===== config.mk =====
export PLATFORM = sky130hd
export DESIGN_NAME = lsu_mem_stage
export DESIGN_NICKNAME = d
export VERILOG_FILES = /design/src/rtl/lsu_mem_stage.sv
export SDC_FILE = /design/constraint.sdc
export NUM_CORES = 1
export LEC_CHECK = 0
export CAP_MARGIN = 20
export CORE_AREA = 4 4 211 213
export DETAILED_ROUTE_END_ITERATION = 7
export DIE_AREA = 0 0 215 217
export DONT_BUFFER_PORTS = 1
export SYNTH_ARGS = -nofsm -noshare
export SYNTH_HDL_FRONTEND = slang
export SYNTH_SLANG_ARGS = --single-unit

===== constraint.sdc =====
create_clock -name clk -period 11.2 [get_ports clk]
set_clock_uncertainty 0.2 [all_clocks]
set_input_delay 2.24 -clock clk [delete_from_list [all_inputs] [get_ports clk]]
set_output_delay 2.24 -clock clk [all_outputs]
set_load 0.005 [all_outputs]

===== src/rtl/lsu_mem_stage.sv =====
// Memory stage of the load/store pipeline: holds one instruction, waits for the
// load response and aligns/extends the returned data before handing off to writeback.
module lsu_mem_stage #(
    parameter int XLEN = 64,
    parameter int ES_W = 2*XLEN+10,
    parameter int WS_W = 2*XLEN+6
) (
    input  logic            clk,
    input  logic            resetn,
    input  logic            ws_allowin,
    output logic            ms_allowin,
    input  logic            es_to_ms_valid,
    input  logic [ES_W-1:0] es_to_ms_bus,
    input  logic            data_rdata_valid,
    input  logic [XLEN-1:0] data_rdata,
    output logic            ms_to_ws_valid,
    output logic [WS_W-1:0] ms_to_ws_bus,
    output logic [XLEN+6:0] ms_fwd_bus,
    output logic [XLEN-1:0] debug_ms_pc,
    output logic [4:0]      debug_ms_dest,
    output logic [XLEN-1:0] debug_ms_final_result
);

    localparam int OFF_W = $clog2(XLEN/8);

    logic            ms_valid;
    logic            resp_got;
    logic [ES_W-1:0] es_bus_r;
    logic [XLEN-1:0] hold_data;

    logic            ld_unsigned;
    logic [1:0]      ld_size;
    logic            is_load;
    logic            gr_we;
    logic [4:0]      dest;
    logic [XLEN-1:0] alu_result;
    logic [XLEN-1:0] pc;

    assign {ld_unsigned, ld_size, is_load, gr_we, dest, alu_result, pc} = es_bus_r;

    logic ms_ready_go;
    logic load_in;
    logic leave;
    logic resp_accept;

    assign ms_ready_go    = !is_load || resp_got || data_rdata_valid;
    assign ms_allowin     = !ms_valid || (ms_ready_go && ws_allowin);
    assign ms_to_ws_valid = ms_valid && ms_ready_go;
    assign load_in        = ms_allowin && es_to_ms_valid;
    assign leave          = ms_to_ws_valid && ws_allowin;
    assign resp_accept    = ms_valid && is_load && !resp_got && data_rdata_valid;

    always_ff @(posedge clk) begin
        if (!resetn) begin
            ms_valid  <= 1'b0;
            resp_got  <= 1'b0;
            hold_data <= '0;
        end else begin
            if (ms_allowin) begin
                ms_valid <= es_to_ms_valid;
            end
            if (load_in || leave) begin
                resp_got <= 1'b0;
            end else if (resp_accept) begin
                resp_got  <= 1'b1;
                hold_data <= data_rdata;
            end
        end
    end

    // Payload only matters while ms_valid is set, so it carries no reset.
    always_ff @(posedge clk) begin
        if (load_in) begin
            es_bus_r <= es_to_ms_bus;
        end
    end

    logic [1:0]       sz;
    logic [OFF_W-1:0] off;
    logic [OFF_W-1:0] lane;
    logic [XLEN-1:0]  raw;
    logic [XLEN-1:0]  shifted;
    logic [XLEN-1:0]  mask;
    logic [XLEN-1:0]  load_ext;
    logic             sign;
    logic [XLEN-1:0]  final_result;

    // A 32-bit datapath has no double loads; size 3 degrades to a full word.
    assign sz  = (XLEN == 32 && ld_size == 2'd3) ? 2'd2 : ld_size;
    assign off = alu_result[OFF_W-1:0];
    assign raw = resp_got ? hold_data : data_rdata;

    always_comb begin
        lane = off;
        mask = '1;
        case (sz)
            2'd0: begin
                lane = off;
                mask = XLEN'(8'hFF);
            end
            2'd1: begin
                lane = off & ~OFF_W'(1);
                mask = XLEN'(16'hFFFF);
            end
            2'd2: begin
                lane = off & ~OFF_W'(3);
                mask = XLEN'(32'hFFFF_FFFF);
            end
            default: begin
                lane = '0;
                mask = '1;
            end
        endcase
        shifted = raw >> {lane, 3'b000};
        case (sz)
            2'd0:    sign = shifted[7];
            2'd1:    sign = shifted[15];
            2'd2:    sign = shifted[31];
            default: sign = 1'b0;
        endcase
        // A full-width mask leaves ~mask empty, so ld_unsigned has no effect there.
        load_ext = shifted & mask;
        if (!ld_unsigned && sign) begin
            load_ext = load_ext | ~mask;
        end
    end

    assign final_result = is_load ? load_ext : alu_result;

    assign ms_to_ws_bus          = {gr_we, dest, final_result, pc};
    assign ms_fwd_bus            = {ms_valid && gr_we, ms_ready_go, dest, final_result};
    assign debug_ms_pc           = pc;
    assign debug_ms_dest         = dest;
    assign debug_ms_final_result = final_result;

endmodule


==> results.sh <==
export IMPL_seq_area_frac_synth_pct=45.4
export IMPL_cts_buffers=26
export IMPL_final_cell_area_mm2=0.0114
export IMPL_crit_path_end_kind="output port"
export IMPL_core_area_mm2=0.0427
export IMPL_grt_max_degree=78
export IMPL_portBuffers=0
export IMPL_hold_buffers=0
export IMPL_rows=76
export IMPL_wl_per_cell_um=34.0
export IMPL_grt_pass1_vias=7224
export IMPL_relSlewSlack_pct=27.7
export IMPL_arrival_ps=4930
export IMPL_max_cap_viol_count=0
export IMPL_swShare_pct=28.1
export IMPL_worst_slew_pin_slew_ps=1070
export IMPL_syn_area_mm2=0.0120
export IMPL_drt_first_pass_iters=5
export IMPL_antenna_found_initial=6
export IMPL_synth_mux_area_share_pct=13.4
export IMPL_ys_ff_latch=204
export IMPL_viasPerCell=5.38
export IMPL_p_sw_w=0.000555
export IMPL_drive_gt1_share_pct=20.3
export IMPL_syn_nets=1317
export IMPL_synth_compound_area_share_pct=11.3
export IMPL_overflow=0
export IMPL_clkLatencyLatePin_ps=550
export IMPL_required_ps=8760
export IMPL_pwr_share_seq_pct=44.8
export IMPL_fill_cells=4406
export IMPL_syn_inst=1110
export IMPL_min_period_ps=7370
export IMPL_crit_path_max_fanout=22
export IMPL_avgSynthCellArea_um2=10.8
export IMPL_postRouteAntennaNets=0
export IMPL_fmax_mhz=136
export IMPL_holdWs_ps=260
export IMPL_initial_core_util_pct=28.2
export IMPL_clkSinkCount=204
export IMPL_nets=1024
export IMPL_io_pins=547
export IMPL_dieArea_mm2=0.0467
export IMPL_htreeDepth=1
export IMPL_peakVddDrop_mv=0.114
export IMPL_synth_top_family_by_area="buffers and inverters"
export IMPL_cts_tree="yes"
export IMPL_vias=7436
export IMPL_cts_setup_buffers=0
export IMPL_clockPowerShare_pct=42.7
export IMPL_cts_clk_slew_worst_paths_ps=60
export IMPL_hold_class="flop to flop"
export IMPL_gp_congestion=0.883
export IMPL_synth_edf_count=138
export IMPL_synth_warnings=0
export IMPL_drc=0
export IMPL_finalHoldViolCount=0
export IMPL_grt_pass1_wl_um=62700
export IMPL_async_flop_share_pct=0
export IMPL_placed_area_mm2=0.0105
export IMPL_seqCellArea_mm2=0.00547
export IMPL_cts_resized=0
export IMPL_multi_input_area_mm2=0.00419
export IMPL_area_delta_synth_final_pct=-5.58
export IMPL_synth_ff_type="edfxtp_1"
export IMPL_ys_types=48
export IMPL_grtUsageTotal_pct=19.0
export IMPL_grt_setup_unrepaired="false"
export IMPL_dp_hpwl_um=36600
export IMPL_root_buffer="clkbuf_16"
export IMPL_power_internal_w=0.00142
export IMPL_yosys_area_share_simple_pct=9.83
export IMPL_critical_path_class="primary input to output port"
export IMPL_power_leakage_nw=3.62
export IMPL_status="completed"
export IMPL_die_w_um=215
export IMPL_synth_xor_area_share_pct=0
export IMPL_report_final_slew_viol_count=0
export IMPL_drt_iter0_markers=686
export IMPL_wl_um=47100
export IMPL_power_density_mw_per_mm2=174
export IMPL_tns_ps=0
export IMPL_synthAdderAreaFrac_pct=0
export IMPL_cp_start_kind="primary input"
export IMPL_setup_viol=0
export IMPL_comb_power_share_pct=12.4
export IMPL_die_height_um=217
export IMPL_antenna_cells=0
export IMPL_period_share_pct=65.8
export IMPL_clockBufferDepth=3
-- through the flow --
stage / worst slack [ps] / power (W) / cells / utilization [%]
global placement: 3840 / 0.00115 / 1335 / 24.6
global route: 3680 / 0.00206 / 1383 / 26.6
detailed placement: 3800 / 0.00115 / 1335 / 24.6
floorplan: 1230 / 0.00116 / 1110 / -
CTS: 3800 / 0.00200 / 1383 / 26.6
finish: 3830 / 0.00197 / 1383 / 26.6
-- final timing paths --
check / cells past startpoint / endpoint / startpoint / slack (ps)
setup reg to reg: 7 / es_bus_r[19] / es_bus_r[134] / 8030
hold reg to reg: 2 / hold_data[62] / hold_data[62] / 260
hold / removal: 2 / hold_data[62] / hold_data[62] / 260
setup / recovery: 7 / ms_to_ws_bus[109] / data_rdata[39] / 3830
-- critical path: stages --
cell and delay, ps:
mux2_4 280, mux2_2 280, a32oi_2 290, a41oi_4 190, o32ai_4 750, buf_4 490, a21oi_1 370
-- layer usage --
metal	GRT usage (%)	share of wire, %	routed length [µm]	vias to the layer above
met4	7.34	4.8	2250	8
li1	-	-	-	3059
met2	30.8	47	22000	525
met5	0	0.12	57	-
met1	20.3	34	16100	3739
met3	11.5	14	6630	105
-- cell families (layout without fill, tap and decap cells) --
logic type | after synthesis | after routing
buffers and inverters | 344 | 71
AOI/OAI and AO/OA | 175 | 175
and+or+nand+nor | 291 | 291
DFF | 204 | 204
muxes | 96 | 96
-- registers in the layout, summed over array words and instances (netlist names) --
name,flops
es_bus_r,138
hold_data,64
ms_valid,1
resp_got,1
-- cell usage after synthesis, types with 2 or more instances --
library cell	count	area share [%]
buf_2	7	0.29
buf_6	9	0.84
nand4_1	2	0.10
mux4_2	49	9.2
a221oi_1	14	1.0
or2_2	2	0.10
and3_1	2	0.10
a31oi_1	2	0.10
mux2_2	20	1.9
nor2_1	68	2.1
mux2i_1	25	2.1
and2_1	7	0.36
buf_1	5	0.16
inv_1	3	0.094
nor2b_1	2	0.10
a21oi_1	17	0.71
buf_4	278	17
o221ai_1	5	0.36
a21boi_0	66	4.1
clkbuf_1	41	1.3
o211ai_1	3	0.19
mux2_4	2	0.25
nand2b_1	3	0.16
o21ai_0	18	0.75
nand3_1	10	0.42
dfxtp_1	66	11
a21oi_2	24	1.7
a211o_1	7	0.51
nand2_1	189	5.9
a41oi_1	8	0.58
or3_1	2	0.10
edfxtp_1	138	34
-- power groups by stage --
stage          Combinational, W  Sequential (W)  Clock [W]
4_1_cts                0.000248        0.000886   0.000870
5_1_grt                0.000262        0.000888   0.000905
3_3_place_gp           0.000246        0.000901          0
3_5_place_dp           0.000248        0.000901          0
2_1_floorplan          0.000282        0.000881          0
6_report               0.000246        0.000885   0.000843
-- layout by cell type, fill, tap and decap left out, types with 3 or more instances in the layout --
| cell | Yosys | final |
|---|---|---|
| clkbuf_1 | 41 | 4 |
| nor2_1 | 68 | 67 |
| mux2i_1 | 25 | 25 |
| a211o_1 | 7 | 7 |
| inv_1 | 3 | 3 |
| o211ai_1 | 3 | 3 |
| a41oi_1 | 8 | 8 |
| nand3_1 | 10 | 10 |
| clkinv_2 | 0 | 5 |
| buf_4 | 278 | 19 |
| a21oi_2 | 24 | 24 |
| a221oi_1 | 14 | 14 |
| mux4_2 | 49 | 49 |
| nand2_1 | 189 | 189 |
| nand2b_1 | 3 | 3 |
| dfxtp_1 | 66 | 65 |
| o21ai_0 | 18 | 18 |
| clkbuf_8 | 0 | 6 |
| clkbuf_16 | 0 | 27 |
| a21boi_0 | 66 | 66 |
| a21oi_1 | 17 | 16 |
| mux2_2 | 20 | 20 |
| edfxtp_1 | 138 | 138 |
| o221ai_1 | 5 | 5 |
| and2_1 | 7 | 7 |
| clkinv_4 | 0 | 3 |
-- cell type report --
| type | instances | share of cell area [%] |
|---|---|---|
| timing repair buffer | 19 | 1.26 |
| clock buffer | 37 | 6.81 |
| inverter | 4 | 0.132 |
| multi-input combinational | 562 | 36.9 |
| sequential | 204 | 48.1 |
| clock inverter | 11 | 0.815 |
| tap | 546 | 6.01 |
(Power assumes the default switching activity.)
